**config.mk**
```make
export PLATFORM = sky130hd
export DESIGN_NAME = button_debounce_flat
export DESIGN_NICKNAME = d
export VERILOG_FILES = /design/src/rtl/button_debounce_if.sv /design/src/rtl/button_debounce.sv /design/src/flat_wrapper.sv
export SDC_FILE = /design/constraint.sdc
export NUM_CORES = 1
export LEC_CHECK = 0
export CORE_MARGIN = 5
export CORE_UTILIZATION = 36
export DETAILED_ROUTE_END_ITERATION = 8
export HOLD_SLACK_MARGIN = 0.08
export PLACE_DENSITY = 0.64
export SYNTH_ARGS = -nofsm -noshare
export SYNTH_HDL_FRONTEND = slang
export SYNTH_SLANG_ARGS = --single-unit
```
**constraint.sdc**
```tcl
create_clock -name clk -period 2.08 [get_ports clk]
set_input_delay 0.416 -clock clk [delete_from_list [all_inputs] [get_ports clk]]
set_output_delay 0.416 -clock clk [all_outputs]
set_load 0.02 [all_outputs]
```
**src/rtl/button_debounce_if.sv**
```systemverilog
// Push-button conditioning bundle: raw pad input plus the debounced
// level, strobes, toggle and press counter handed to neighbouring UI logic.
interface button_debounce_if #(
  parameter int CNT_W = 8
);
  logic             btn_raw;
  logic             btn_level;
  logic             press_pulse;
  logic             release_pulse;
  logic             toggle;
  logic [CNT_W-1:0] press_count;

  modport master (
    output btn_raw,
    input  btn_level,
    input  press_pulse,
    input  release_pulse,
    input  toggle,
    input  press_count
  );

  modport slave (
    input  btn_raw,
    output btn_level,
    output press_pulse,
    output release_pulse,
    output toggle,
    output press_count
  );
endinterface

```
**src/rtl/button_debounce.sv**
```systemverilog
// Push-button debouncer: 2-flop synchroniser, stability-window FSM and
// registered level / press-release strobes / toggle / press counter.
module button_debounce #(
  parameter int unsigned DEBOUNCE_CYCLES = 250000,
  parameter int unsigned ACTIVE_LOW      = 0,
  parameter int          CNT_W           = 8
) (
  input logic             clk,
  input logic             rst,
  button_debounce_if.slave bus
);

  localparam int unsigned DW = (DEBOUNCE_CYCLES > 1) ? $clog2(DEBOUNCE_CYCLES) : 1;
  localparam logic [DW-1:0] LAST = DW'(DEBOUNCE_CYCLES - 1);
  localparam logic INVERT = (ACTIVE_LOW != 0);

  typedef enum logic [1:0] {
    STABLE_LO = 2'd0,
    ARM_HI    = 2'd1,
    STABLE_HI = 2'd2,
    ARM_LO    = 2'd3
  } state_t;

  logic btn_in;
  logic s1, s2;

  state_t           state_q, state_d;
  logic [DW-1:0]    cnt_q, cnt_d;
  logic             level_q, level_d;
  logic             press_q, press_d;
  logic             release_q, release_d;
  logic             toggle_q, toggle_d;
  logic [CNT_W-1:0] count_q, count_d;

  assign btn_in = bus.btn_raw ^ INVERT;

  always_ff @(posedge clk) begin
    if (rst) begin
      s1 <= 1'b0;
      s2 <= 1'b0;
    end else begin
      s1 <= btn_in;
      s2 <= s1;
    end
  end

  always_ff @(posedge clk) begin
    if (rst) begin
      state_q   <= STABLE_LO;
      cnt_q     <= '0;
      level_q   <= 1'b0;
      press_q   <= 1'b0;
      release_q <= 1'b0;
      toggle_q  <= 1'b0;
      count_q   <= '0;
    end else begin
      state_q   <= state_d;
      cnt_q     <= cnt_d;
      level_q   <= level_d;
      press_q   <= press_d;
      release_q <= release_d;
      toggle_q  <= toggle_d;
      count_q   <= count_d;
    end
  end

  // A bounce during ARM drops straight back to the opposite STABLE state,
  // so the stability count always restarts from zero.
  always_comb begin
    state_d   = state_q;
    cnt_d     = cnt_q;
    level_d   = level_q;
    press_d   = 1'b0;
    release_d = 1'b0;
    toggle_d  = toggle_q;
    count_d   = count_q;
    case (state_q)
      STABLE_LO: begin
        if (s2) begin
          state_d = ARM_HI;
          cnt_d   = '0;
        end
      end
      ARM_HI: begin
        if (!s2) begin
          state_d = STABLE_LO;
          cnt_d   = '0;
        end else if (cnt_q == LAST) begin
          state_d  = STABLE_HI;
          cnt_d    = '0;
          level_d  = 1'b1;
          press_d  = 1'b1;
          toggle_d = ~toggle_q;
          count_d  = count_q + CNT_W'(1);
        end else begin
          cnt_d = cnt_q + DW'(1);
        end
      end
      STABLE_HI: begin
        if (!s2) begin
          state_d = ARM_LO;
          cnt_d   = '0;
        end
      end
      ARM_LO: begin
        if (s2) begin
          state_d = STABLE_HI;
          cnt_d   = '0;
        end else if (cnt_q == LAST) begin
          state_d   = STABLE_LO;
          cnt_d     = '0;
          level_d   = 1'b0;
          release_d = 1'b1;
        end else begin
          cnt_d = cnt_q + DW'(1);
        end
      end
      default: begin
        state_d = STABLE_LO;
        cnt_d   = '0;
      end
    endcase
  end

  assign bus.btn_level     = level_q;
  assign bus.press_pulse   = press_q;
  assign bus.release_pulse = release_q;
  assign bus.toggle        = toggle_q;
  assign bus.press_count   = count_q;

endmodule

```
**src/flat_wrapper.sv**
```systemverilog
// flat-port wrapper written by rule: the top's interface ports become plain ports
module button_debounce_flat 
#(
  parameter int unsigned DEBOUNCE_CYCLES = 250000,
  parameter int unsigned ACTIVE_LOW      = 0,
  parameter int          CNT_W           = 8
)
  (clk, rst, bus_btn_raw, bus_btn_level, bus_press_pulse, bus_release_pulse, bus_toggle, bus_press_count);
  button_debounce_if #(.CNT_W(CNT_W)) bus_i ();
  input logic clk;
  input logic rst;
  input wire logic [$bits(bus_i.btn_raw)-1:0] bus_btn_raw;
  output wire logic [$bits(bus_i.btn_level)-1:0] bus_btn_level;
  output wire logic [$bits(bus_i.press_pulse)-1:0] bus_press_pulse;
  output wire logic [$bits(bus_i.release_pulse)-1:0] bus_release_pulse;
  output wire logic [$bits(bus_i.toggle)-1:0] bus_toggle;
  output wire logic [$bits(bus_i.press_count)-1:0] bus_press_count;
  assign bus_i.btn_raw = bus_btn_raw;
  assign bus_btn_level = bus_i.btn_level;
  assign bus_press_pulse = bus_i.press_pulse;
  assign bus_release_pulse = bus_i.release_pulse;
  assign bus_toggle = bus_i.toggle;
  assign bus_press_count = bus_i.press_count;
  button_debounce #(.DEBOUNCE_CYCLES(DEBOUNCE_CYCLES), .ACTIVE_LOW(ACTIVE_LOW), .CNT_W(CNT_W)) u_core (.clk(clk), .rst(rst), .bus(bus_i));
endmodule
```
==> summary.txt, run 1 <==
Clocking
  • TritonCTS clock tree: built
  • H-Tree Level Count: 2
  • Total setup buffers inserted after CTS: 0
  • Clk sink count: 34
  • Worst-case clock buffer depth: 2
  • Resized Gates After CTS: 0
  • Number of buffers added by the clock tree synthesis step: 5
  • CTS clk-pin slew, worst paths: 0.07 ns
  • Insertion delay to the later sink of the worst-skew pair: 0.28 ns
  • CTS hold repair buffers: 0
  • Buffer cell driving the clock tree root: clkbuf_8

Yosys
  • Cell type with the highest aggregate area in the netlist: dfxtp_1
  • Post-Syn Nets: 199
  • Xor/xnor cell area share of the yosys netlist: 4.26%
  • Netlist area before placement: 1650 um2
  • Synth Area in Adders: 1.52%
  • Share of synthesized area spent on multiplexers: 6.39%
  • Post-synthesis share of cell area spent on and, or, nand and nor gates: 33.5%
  • Cell types with the largest area share after synthesis: dfxtp_1 41%, nor2_1 5.5%, nand2_1 5.0%, nand3_1 4.0%, xnor2_1 3.7%
  • Post-synthesis cell count: 194
  • Sequential element share of the synthesized area: 41.4%
  • Warnings, synthesis: 0
  • Fraction of post-synthesis cell area in the top cell type by area: 41.4%
  • Syn avg cell area: 8.48 um2
  • Yosys reg bits: 34
  • Synth Area in Compound Gates: 10.0%
  • Largest family of logic cells by synthesized area: simple AND/OR/NAND/NOR gates
  • Count of unique library cells instantiated by Yosys: 39

Floorplan
  • I/O pin cnt: 15
  • Die footprint: 6020 um2
  • Cell Rows: 24
  • Overall die width: 77.6 um
  • Height of the die: 77.6 um
  • Placeable core region: 4380 um2
  • Initial Util: 37.5%

Global routing
  • Global-route wire length before repair: 6.12 mm
  • Overflow left after global routing: 0
  • Maximum number of pins on one net before global-route repair: 17
  • Number of antenna violations at the first check in global routing: 0
  • Overall Global Routing Usage: 12.4%
  • Via count of the first global-routing pass: 1282

Finish
  • Count of inserted antenna diode cells: 0
  • Max FFs per register: 18
  • Largest register by flop count: u_core.cnt_q
  • Most frequent cells in the layout: 33 x dfxtp_1, 23 x nor2_1, 22 x nand2_1, 14 x clkdlybuf4s50_1, 13 x nand3_1
  • Fill cell instance count of the final layout: 425
  • Total non-filler cell area in the finished layout: 2050 um2
  • Area growth from synthesis to layout: 24.4%
  • Net count of the finished layout: 224
  • Share of post-route cells with drive strength above 1: 12.7%
  • Final cell utilization of the core: 46.7%
  • Most common cell after layout, fill and taps aside: dfxtp_1

Worst setup path
  • Launch point of the worst path: u_core.cnt_q[9]$_SDFFE_PP0P_
  • Kind of end point of the critical path: flop
  • Crit-path max FO: 7
  • Worst reg2reg startpoint: u_core.cnt_q[9]$_SDFFE_PP0P_
  • Crit Reg-Reg Endpoint: u_core.bus.press_count[4]$_SDFFE_PP0P_
  • Worst path required time: 2.25 ns
  • Worst setup path class: flop to flop
  • Startpoint class of the critical path: flop
  • Setup slack, reg-to-reg: 0.11 ns
  • Data arrival, critical path: 2.14 ns
  • Reg2Reg Depth: 5

Pwr
  • Peak ir drop on the vdd network: 0.318 mV
  • Power density over cell area: 700 nW/um2
  • Leakage dissipation: 0.768 nW

STA
  • Pins Over Slew Limit: 0
  • Clock Skew: 0.00480 ns
  • Post-layout min period: 1.97 ns
  • Portion of the clock cycle consumed by the worst path in the final layout: 94.9%
  • Highest clock rate: 0.506 GHz
  • Worst slack on hold paths: 0.444 ns
  • Number of endpoints with negative hold slack in the final report: 0
  • Worst slew pin tran: 0.595 ns
  • Final setup violation count: 0
  • Max-slew headroom: 60.2%

Min path
  • Class of the most critical hold timing path: flop to flop
  • Cells on Worst Hold Path: 1
  • Hold path startpoint: u_core.s1$_SDFF_PP0_
  • Worst-case hold path end point: u_core.s2$_SDFF_PP0_

Routing
  • First-pass DRT Iterations: 4
  • Total wire length after detailed routing: 3.54 mm
  • Remaining routing DRC violations: 0
  • Via count normalized by instance count: 5.35
  • Total via count in the routed design: 1456
  • Post-route antenna net violation count: 0
  • Initial DRC count: 62
  • Wire length per cell after detailed routing: 13.0 um

Place
  • Placed inst area: 1900 um2
  • Weighted congestion at the end of routability-driven global placement: 0.862
  • HPWL reported at the end of detailed placement: 2.57 mm
  • Port Buf Inserts: 14

Outcome
  • Status: finished, final reports clean

Run
  • Max-Cap Viols: 0
[how the worst max path moves through the flow]
stage | end | depth (start not counted) | slack (ns)
after floorplan | u_core.bus.press_count[4]$_SDFFE_PP0P_ | 6 | 0.10
after global placement | u_core.bus.press_count[4]$_SDFFE_PP0P_ | 5 | 0.18
after detailed placement | u_core.bus.press_count[4]$_SDFFE_PP0P_ | 5 | 0.14
after CTS | u_core.bus.press_count[4]$_SDFFE_PP0P_ | 5 | 0.11
after global routing | u_core.bus.press_count[4]$_SDFFE_PP0P_ | 5 | -0.008
final | u_core.bus.press_count[4]$_SDFFE_PP0P_ | 5 | 0.11
[power by group]
group	switching [W]	total (W)	internal, W
registers	0.00000316	0.000658	0.000655
logic	0.0000297	0.0000486	0.0000189
clock network	0.000246	0.000726	0.000480
[synthesized netlist by cell type, drive strengths merged]
library cell   n
dfxtp         34
nor2          24
nand2         22
nand3         13
and3           7
nand4          7
nor2b          7
nor4           7
xnor2          7
a21oi          6
mux2i          6
a31oi          5
clkbuf         5
inv            5
mux2           4
nor3           4
and2           3
and4           3
o21ai          3
a21o           2
buf            2
ha             2
nor4b          2
o311ai         2
a2111oi        1
a211o          1
a211oi         1
a22oi          1
a31o           1
nand4bb        1
nor3b          1
o21a           1
o21bai         1
or4            1
or4b           1
xor2           1
[worst max-delay path, stage by stage (launching register included)]
cell and delay, ns:
dfxtp_1 0.36, or4b_4 0.51, nor4_4 0.26, and4_4 0.29
nand4_1 0.12, mux2_1 0.33
[cells by family after synthesis]
| group | Yosys count |
|---|---|
| muxes | 10 |
| AOI/OAI and AO/OA | 25 |
| and+or+nand+nor | 103 |
| adders and majority gates | 2 |
| DFF | 34 |
| buffers and inverters | 12 |
| xor gates and xnor gates | 8 |
[routing by layer]
metal	vias up	track usage (%)	part of all wire, %
met4	0	4.98	1.6
li1	750	-	-
met1	685	16.7	51
met5	-	0	0
met3	7	3.47	2.5
met2	14	18.5	45
[area by class of cell]
type / instances / area [um2] / share of cell area [%]
Multi-Input combinational cell: 148 / 921 / 45.0
Sequential cell: 34 / 682 / 33.3
Clock buffer: 5 / 68.8 / 3.36
Tap cell: 52 / 65.1 / 3.18
Inverter: 5 / 18.8 / 0.917
Clock inverter: 3 / 68.8 / 3.36
Timing Repair Buffer: 25 / 223 / 10.9
[stage by stage]
step / power [W] / instances / worst slack [ns] / TNS, ns
final: 0.00143 / 272 / 0.105 / 0
after global routing: 0.00148 / 272 / -0.00788 / -0.00788
after CTS: 0.00144 / 272 / 0.105 / 0
after detailed placement: 0.000722 / 264 / 0.141 / 0
after global placement: 0.000721 / 264 / 0.184 / 0
after floorplan: 0.000701 / 194 / 0.101 / 0
Power figures use the tool's default switching activity.
==> run 2: changes to the inputs <==
--- a/config.mk
+++ b/config.mk
@@ -6,10 +6,10 @@
 export NUM_CORES = 1
 export LEC_CHECK = 0
 export CORE_MARGIN = 5
-export CORE_UTILIZATION = 36
+export CORE_UTILIZATION = 30
 export DETAILED_ROUTE_END_ITERATION = 8
 export HOLD_SLACK_MARGIN = 0.08
-export PLACE_DENSITY = 0.64
+export PLACE_DENSITY = 0.57
 export SYNTH_ARGS = -nofsm -noshare
 export SYNTH_HDL_FRONTEND = slang
 export SYNTH_SLANG_ARGS = --single-unit
==> run 2 against run 1 <==
Worst setup slack better by 0.015 ns. Combinational power decreased by 1%. Power down 15%. Via count is 3.0% lower. Count of clock-buffer cells in the layout grew 1. Wire length grew 1.1%. Sequential share of layout area is 0.35 points higher. Critical path depth is the same. First-iteration DRC count shrank 3.2%. Sequential cell count stayed put. Largest cell class unchanged. Final cell count increased by 7.0%. Final area is 1.2% lower.
==> summary.txt, run 2 (synthesis results as in run 1) <==
Outcome
  • Status: finished, final reports clean (unchanged)

Global routing
  • Global-route wire length before repair: 6.29 mm (was 6.12 mm)
  • Maximum number of pins on one net before global-route repair: 17 (unchanged)
  • Via count of the first global-routing pass: 1387 (was 1282)
  • Number of antenna violations at the first check in global routing: 0 (unchanged)
  • Overall Global Routing Usage: 10.9% (was 12.4%)
  • Overflow left after global routing: 0 (unchanged)

Finish
  • Total non-filler cell area in the finished layout: 2020 um2 (was 2050 um2)
  • Most common cell after layout, fill and taps aside: dfxtp_1 (unchanged)
  • Max FFs per register: 18 (unchanged)
  • Net count of the finished layout: 223 (was 224)
  • Share of post-route cells with drive strength above 1: 11.4% (was 12.7%)
  • Fill cell instance count of the final layout: 559 (was 425)
  • Largest register by flop count: u_core.cnt_q (unchanged)
  • Most frequent cells in the layout: 34 x dfxtp_1, 24 x nor2_1, 22 x nand2_1, 14 x clkdlybuf4s50_1, 13 x nand3_1 (was 33 x dfxtp_1, 23 x nor2_1, 22 x nand2_1, 14 x clkdlybuf4s50_1, 13 x nand3_1)
  • Area taken by multi-input logic gates: 922 um2 (was 921 um2)
  • Count of inserted antenna diode cells: 0 (unchanged)
  • Seq. cell area: 681 um2 (was 682 um2)
  • Area growth from synthesis to layout: 22.9% (was 24.4%)

Clocking
  • Insertion delay to the later sink of the worst-skew pair: 0.29 ns (was 0.28 ns)
  • Worst-case clock buffer depth: 2 (unchanged)
  • H-Tree Level Count: 2 (unchanged)
  • CTS clk-pin slew, worst paths: 0.07 ns (about the same)
  • Clk sink count: 34 (unchanged)
  • Total setup buffers inserted after CTS: 0 (unchanged)
  • Number of buffers added by the clock tree synthesis step: 5 (unchanged)
  • TritonCTS clock tree: built (unchanged)
  • Buffer cell driving the clock tree root: clkbuf_8 (unchanged)

Pwr
  • Power density over cell area: 605 nW/um2 (was 700 nW/um2)
  • Leakage dissipation: 0.742 nW (was 0.768 nW)
  • Total Power: 0.00122 W (was 0.00143 W)
  • Peak ir drop on the vdd network: 0.237 mV (was 0.318 mV)

Run
  • Max-Cap Viols: 0 (unchanged)

Routing
  • Initial DRC count: 60 (was 62)
  • Total via count in the routed design: 1413 (was 1456)
  • First-pass DRT Iterations: 4 (unchanged)
  • Total wire length after detailed routing: 3.58 mm (was 3.54 mm)
  • Wire length per cell after detailed routing: 12.3 um (was 13.0 um)
  • Via count normalized by instance count: 4.86 (was 5.35)
  • Remaining routing DRC violations: 0 (unchanged)
  • Post-route antenna net violation count: 0 (unchanged)

Floorplan
  • Overall die width: 84.1 um (was 77.6 um)
  • Die footprint: 7070 um2 (was 6020 um2)
  • Cell Rows: 27 (was 24)
  • Initial Util: 30.4% (was 37.5%)
  • I/O pin cnt: 15 (unchanged)
  • Height of the die: 84.1 um (was 77.6 um)
  • Placeable core region: 5410 um2 (was 4380 um2)

STA
  • Worst slew pin tran: 0.646 ns (was 0.595 ns)
  • Final setup violation count: 0 (unchanged)
  • Clock Skew: 0.00678 ns (was 0.00480 ns)
  • Setup TNS: 0 ns (unchanged)
  • Smallest setup slack after layout: 0.120 ns (was 0.105 ns)
  • Highest clock rate: 0.510 GHz (was 0.506 GHz)
  • Post-layout min period: 1.96 ns (was 1.97 ns)
  • Max-slew headroom: 56.8% (was 60.2%)
  • Number of endpoints with negative hold slack in the final report: 0 (unchanged)
  • Portion of the clock cycle consumed by the worst path in the final layout: 94.2% (was 94.9%)
  • Pins Over Slew Limit: 0 (unchanged)
  • RSZ-0062 raised after global routing: no

Worst setup path
  • Data arrival, critical path: 2.14 ns (about the same)
  • Startpoint class of the critical path: flop (unchanged)
  • Worst path required time: 2.26 ns (was 2.25 ns)
  • Kind of end point of the critical path: flop (unchanged)
  • Worst setup path class: flop to flop (unchanged)
  • Crit-path max FO: 6 (was 7)

Place
  • HPWL reported at the end of detailed placement: 2.62 mm (was 2.57 mm)
  • Weighted congestion at the end of routability-driven global placement: 0.854 (was 0.862)
  • Port Buf Inserts: 14 (unchanged)
  • Placed inst area: 1920 um2 (was 1900 um2)
  • Setup slack after placement: 0.105 ns (was 0.141 ns)

Min path
  • Class of the most critical hold timing path: flop to flop (unchanged)
-- run 2: layer usage --
layer / GRT usage, % / vias to the layer above / wire length (um)
met3: 4.05 / 10 / 152
met2: 17.4 / 21 / 1550
li1: - / 746 / -
met5: 0 / - / 0
met1: 13.2 / 636 / 1790
met4: 4.53 / 0 / 76
-- run 2: area by class of cell --
class                           instances  share of cell area (%)
Sequential cell                        34                    33.7
Clock inverter                          2                   0.619
Clock buffer                            6                    4.08
Multi-Input combinational cell        148                    45.6
Timing Repair Buffer                   24                    10.6
Inverter                                5                   0.928
Tap cell                               72                    4.46
-- run 2: report_power, final --
group | internal, W | total, W | switching [W]
clock | 0.000266 | 0.000517 | 0.000251
sequential | 0.000655 | 0.000658 | 0.00000318
combinational | 0.0000188 | 0.0000481 | 0.0000293
total | 0.000940 | 0.00122 | 0.000283
-- run 2: final timing paths --
kind | depth (start not counted) | slack, ns | startpoint | to
max | 5 | 0.12 | u_core.cnt_q[4]$_SDFFE_PP0P_ | u_core.bus.press_count[4]$_SDFFE_PP0P_
min | 1 | 0.44 | u_core.s1$_SDFF_PP0_ | u_core.s2$_SDFF_PP0_
max reg2reg | 5 | 0.12 | u_core.cnt_q[4]$_SDFFE_PP0P_ | u_core.bus.press_count[4]$_SDFFE_PP0P_
min reg2reg | 1 | 0.44 | u_core.s1$_SDFF_PP0_ | u_core.s2$_SDFF_PP0_
-- run 2: what timing repair did --
action / CTS / global route
resized for setup: 0 / 1
setup endpoints to repair: 0 / 5
hold buffers: 0 / 0
-- run 2: per-stage QoR --
stage | hold slack, ns | utilization, % | cells
after floorplan | 0.414 | - | 194
after global placement | 0.419 | 35.5 | 283
after detailed placement | 0.425 | 35.5 | 283
after CTS | 0.444 | 37.3 | 291
after global routing | 0.470 | 37.4 | 291
final | 0.439 | 37.4 | 291
-- run 2: worst max-delay path, cell delays in order, from the launching register on --
cell and delay, ns:
dfxtp_1 0.35, or4_1 0.52, nor2_1 0.25, and4_1 0.30, nand4_1 0.12, mux2_1 0.32
